File: src/rtl/hamming_encoder.sv
// hamming_encoder: registered Hamming SEC parity generator, 1-cycle latency by default.
// Define HAMMING_ENC_IN_REG_EN to add an asynchronously reset input register stage (2-cycle latency).
module hamming_encoder #(
    parameter  int unsigned DATA_WIDTH = 8,
    // Smallest r with 2^r >= DATA_WIDTH + r + 1, valid for DATA_WIDTH 4..64.
    localparam int unsigned CODE_BITS  = (DATA_WIDTH <= 4)  ? 3 :
                                         (DATA_WIDTH <= 11) ? 4 :
                                         (DATA_WIDTH <= 26) ? 5 :
                                         (DATA_WIDTH <= 57) ? 6 : 7
) (
    input  logic                  clk_i,
    input  logic                  rst_n_i,
    input  logic [DATA_WIDTH-1:0] data_in_i,
    input  logic                  valid_in_i,
    output logic [DATA_WIDTH-1:0] data_out_o,
    output logic [CODE_BITS-1:0]  parity_bits_o,
    output logic                  valid_out_o
);

    // Codeword position of data bit idx: the idx-th position that is not a power of two.
    function automatic int unsigned data_pos(input int unsigned idx);
        int unsigned cnt;
        int unsigned pos;
        cnt = 0;
        pos = 0;
        for (int unsigned p = 3; p < 128; p++) begin
            if ((p & (p - 1)) != 0) begin
                if (cnt == idx) pos = p;
                cnt++;
            end
        end
        return pos;
    endfunction

    logic [DATA_WIDTH-1:0] enc_data;
    logic                  enc_valid;
    logic [CODE_BITS-1:0]  parity;

`ifdef HAMMING_ENC_IN_REG_EN
    logic [DATA_WIDTH-1:0] data_q;
    logic                  valid_q;

    always_ff @(posedge clk_i or negedge rst_n_i) begin
        if (!rst_n_i) begin
            data_q  <= '0;
            valid_q <= 1'b0;
        end else begin
            valid_q <= valid_in_i;
            if (valid_in_i) data_q <= data_in_i;
        end
    end

    assign enc_data  = data_q;
    assign enc_valid = valid_q;
`else
    assign enc_data  = data_in_i;
    assign enc_valid = valid_in_i;
`endif

    for (genvar i = 0; i < CODE_BITS; i++) begin : g_parity
        logic [DATA_WIDTH-1:0] mask;
        for (genvar d = 0; d < DATA_WIDTH; d++) begin : g_mask
            localparam int unsigned POS = data_pos(d);
            assign mask[d] = POS[i];
        end
        assign parity[i] = ^(enc_data & mask);
    end

    // Outputs only load on valid, so X on idle inputs never reaches them.
    always_ff @(posedge clk_i or negedge rst_n_i) begin
        if (!rst_n_i) begin
            data_out_o    <= '0;
            parity_bits_o <= '0;
            valid_out_o   <= 1'b0;
        end else begin
            valid_out_o <= enc_valid;
            if (enc_valid) begin
                data_out_o    <= enc_data;
                parity_bits_o <= parity;
            end
        end
    end

endmodule

File: config.mk
export PLATFORM = sky130hd
export DESIGN_NAME = hamming_encoder
export DESIGN_NICKNAME = d
export VERILOG_FILES = /design/src/rtl/hamming_encoder.sv
export SDC_FILE = /design/constraint.sdc
export NUM_CORES = 1
export LEC_CHECK = 0
export ABC_AREA = 1
export CAP_MARGIN = 5
export CORE_MARGIN = 4
export CORE_UTILIZATION = 42
export DETAILED_ROUTE_END_ITERATION = 6
export GPL_TIMING_DRIVEN = 0
export PLACE_DENSITY = 0.82
export SETUP_SLACK_MARGIN = 0.02
export SKIP_CTS_REPAIR_TIMING = 1
export SLEW_MARGIN = 20
export SYNTH_ARGS = -nofsm -noshare
export SYNTH_HDL_FRONTEND = slang
export SYNTH_SLANG_ARGS = --single-unit
File: constraint.sdc
create_clock -name clk_i -period 1.2 [get_ports clk_i]
set_clock_uncertainty 0.2 [all_clocks]
set_input_delay 0.18 -clock clk_i [delete_from_list [all_inputs] [get_ports clk_i]]
set_output_delay 0.18 -clock clk_i [all_outputs]
set_load 0.05 [all_outputs]
# ---- After elaboration in Yosys (flattened, before gate mapping)
# Cells that the tools add are included.
dict set report op_classes {
  n_reduce_logical 4
}
# cell n
set op_table {}
lappend op_table {{parity 8 bit} 4}
dict set report word_totals {
  wordCells 7
  regBits 13
  output_inout_bits 13
  in_bits 11
}

# ---- Longest topological paths before layout
# Gate-level depths: netlist of run 1.
dict set report depth {
  depth_word 1
  depth_mapped 9
  depth_no_buf 8
}

# ---- Worst setup path before layout of run 1
# Ideal clock, no wire load.
dict set report synth_path {
  kind {register to register}
  start {register, netlist name parity_bits_o[1]}
  end {register parity_bits_o[1]}
  path_slack_ns -0.086
  synth_period_minus_slack_ns 1.286
  setup_ns 0.119
  path_stages_with_launch 4
  t_arrival_ns 0.967
  path_cell_list {dfrtp_1 > or2_2 > nand2_1 > nor2_1}
}
# item line_no
set synth_rtl {}
lappend synth_rtl {{end signal: assignment} 79} ;# parity_bits_o <= parity;
lappend synth_rtl {{end: declaration} 16} ;# output logic [CODE_BITS-1:0] parity_bits_o,

# ---- Final worst setup path of run 1
dict set report layout_path {
  start {register data_out_o[6]}
  end {output port data_out_o[6]}
}
# item line_no
set layout_rtl {}
lappend layout_rtl {{start: declaration} 15} ;# output logic [DATA_WIDTH-1:0] data_out_o,
lappend layout_rtl {{start signal: assignment} 78} ;# data_out_o <= enc_data;
# No word-level cell between the ends.

==> results of run 1 <==
[state kept, by name, summed over array words and instances (netlist names)]
| register | count |
|---|---|
| data_out_o | 8 |
| parity_bits_o | 4 |
| valid_out_o | 1 |
[tightest hold or removal path, cell delays in order]
cell	delay, ns
buf_4	0.14
inv_1	0.06
o21ai_0	0.08
[layout make-up]
type / instances / area, µm² / area share
Sequential cell: 13 / 326.6 / 0.3238
Timing Repair Buffer: 25 / 281.5 / 0.2792
Clock buffer: 4 / 26.28 / 0.02605
Buffer: 3 / 26.28 / 0.02605
Tap cell: 16 / 20.02 / 0.01985
Multi-Input combinational cell: 63 / 294.0 / 0.2916
Inverter: 9 / 33.78 / 0.03350
[metal layers]
metal	part of all wire	track usage	vias to the layer above
li1	-	-	328
met1	0.42	0.1682	294
met2	0.50	0.2507	19
met3	0.053	0.02256	4
met4	0.020	0.08065	0
met5	0	0	-
[cell families (layout without fill, tap and decap cells)]
logic type / after synthesis / in the layout / share of synthesized area
AND/OR/NAND/NOR: 52 / 52 / 0.3221
XOR/XNOR: 5 / 5 / 0.06556
flip-flops: 13 / 13 / 0.4869
AO/OA/AOI/OAI: 6 / 6 / 0.04493
buffers and inverters: 12 / 41 / 0.08052
[layout by cell type, fill, tap and decap left out]
| cell | n |
|---|---|
| nand2_2 | 3 |
| clkbuf_1 | 1 |
| clkdlybuf4s50_1 | 1 |
| o21ai_1 | 2 |
| nand2_1 | 37 |
| nand3_1 | 8 |
| xnor2_1 | 3 |
| inv_1 | 7 |
| nor2_1 | 2 |
| xor2_1 | 2 |
| o21ai_0 | 3 |
| buf_6 | 14 |
| dfrtp_1 | 12 |
| buf_4 | 4 |
| dlymetal6s2s_1 | 8 |
| inv_2 | 2 |
| dlygate4sd3_1 | 1 |
| or2_1 | 1 |
| a21oi_1 | 1 |
| or2_4 | 1 |
| dfrtp_2 | 1 |
| clkbuf_4 | 3 |
[through the flow]
step | hold slack, ns | total power [mW] | TNS (ns) | instances
after floorplan | -0.3156 | 0.7906 | 0 | 88
after global placement | 0.2562 | 0.9452 | -7.665 | 126
after detailed placement | 0.2579 | 0.9542 | -8.045 | 126
after CTS | 0.02714 | 1.220 | -8.674 | 130
after global routing | 0.01576 | 1.313 | -0.4669 | 133
final | 0.02566 | 1.249 | -0.09845 | 133
[power groups by stage]
stage | combinational (mW) | clock, mW | sequential, mW
finish | 0.459 | 0.273 | 0.516
global route | 0.495 | 0.298 | 0.521
CTS | 0.440 | 0.273 | 0.507
detailed placement | 0.439 | 0 | 0.516
global placement | 0.432 | 0 | 0.514
floorplan | 0.112 | 0 | 0.679
[path summary, 6_finish.rpt]
path | startpoint | to | slack, ns | cells past startpoint
min reg2reg | data_out_o[5] | data_out_o[5] | 0.30 | 2
min | data_in_i[6] | data_out_o[6] | 0.03 | 3
max in group asynchronous | rst_n_i | parity_bits_o[1] | 0.32 | 1
max reg2reg | parity_bits_o[1] | parity_bits_o[1] | 0.16 | 3
max | data_out_o[6] | data_out_o[6] | -0.02 | 1
min in group asynchronous | rst_n_i | data_out_o[6] | 0.07 | 1
==> qor.yml, run 1 <==
status: "complete, but fails checks"
failed_checks: "negative setup slack"
ys.flop_type: "dfrtp_1"
clk_latency_ns: 0.27
fin_area_um2: 1008
rows: 14
overflow: 0
die_y_um: 47.89
grt_max_degree: 14
crit_chain: "buf_6"
netlist_instances: 88
switchingPower_uw: 460.3
timing.final.ws_setup_ns: -0.01894
drive_above_1_share: 0.2393
routabilityCongestion: 0.7470
cpMaxStageDelayCell: "dfrtp_1"
antenna_cells: 0
cpPeakStageDelay_ns: 0.40
synth_top_area_share: 0.4869
first_pass_iters: 4
cts_tree: "yes"
syn-num-nets: 99
cp.arrival_ns: 0.84
ys_seq_elements: 13
worst-setup-path-type: "flop to output pin"
cp-end-kind: "output pin"
synthArstFlopShare: 1.000
min-delay-path-class: "primary input to flop"
ctsRootBufferMaster: "clkbuf_4"
track_usage: 0.1450
post-route-period-util: 1.016
antenna_found_initial: 0
maxSlewViolCount: 0
worstPathRequired_ns: 0.82
final_util: 0.6694
first_iter_violations: 13
routed_wl_um: 1513
synth_largest_area_cell: "dfrtp_1"
cp_num_buf_inv: 1
placed_cell_area_um2: 912.1
cts_made_buffers: 3
max_freq_mhz: 820.4
yosys.cell_count.top_type: "nand2_1"
area_delta_synth_final_pct: 50.94
syn_avg_cell_area_um2: 7.593
p_int_uw: 788.4
numPortBuffers: 22
fp.dieW_um: 47.89
grt_pass1_wl_um: 2290
yosysUniqueCellTypes: 15
synth-seq-area-share: 0.4869
grt_pass1_vias: 567
combPwrFrac: 0.368
irDropWorstVdd_mv: 0.6926
ioPinCount: 24
num-fill-cells: 124
critPathLaunchType: "flop"
initial_utilization: 0.4435
hpwl_um: 1149
core-area_um2: 1506
synth_top_cells_by_count: "nand2_1, dfrtp_1, nand3_1"
ant_nets: 0
post-route-min-period_ns: 1.219
synth_edf_count: 0
synthTopCellsByArea: "dfrtp_1, nand2_1, nand3_1"
p_clk_frac: 0.219
vias: 645
hold_viol_final: 0
drc: 0
final_nets: 129
synth_area_um2: 668.1
worst_slew_pin_slew_ns: 0.5724
cts_htree_levels: 1
cellLeakagePower_nw: 0.5902
dieArea_um2: 2293
cp_top_family: "flip-flops"
maxSlewHeadroom: 0.6172
cts_sinks: 13
clk_pin_slew_ns: 0.08
clockBufferDepth: 2
p_per_area_nw_per_um2: 1238
pre_cts_ws_ns: -0.4136
swShare: 0.3686
seqPwrFrac: 0.414
viasPerCell: 4.850
grt_setup_unrepaired: "yes"
wl_per_cell_um: 11.38
critPathMaxFanout: 2
yosysWarnings: 0
maxCapViolations: 0
setup_viol: 12
No activity file was read; power rests on OpenSTA's default activity.
==> run 2, diff against run 1 <==
--- a/config.mk
+++ b/config.mk
@@ -6,7 +6,6 @@
 export NUM_CORES = 1
 export LEC_CHECK = 0
 export ABC_AREA = 1
-export CAP_MARGIN = 5
 export CORE_MARGIN = 4
 export CORE_UTILIZATION = 42
 export DETAILED_ROUTE_END_ITERATION = 6
==> results of run 2 <==
No change in the layout: final DEF, timing and power equal those of run 1.
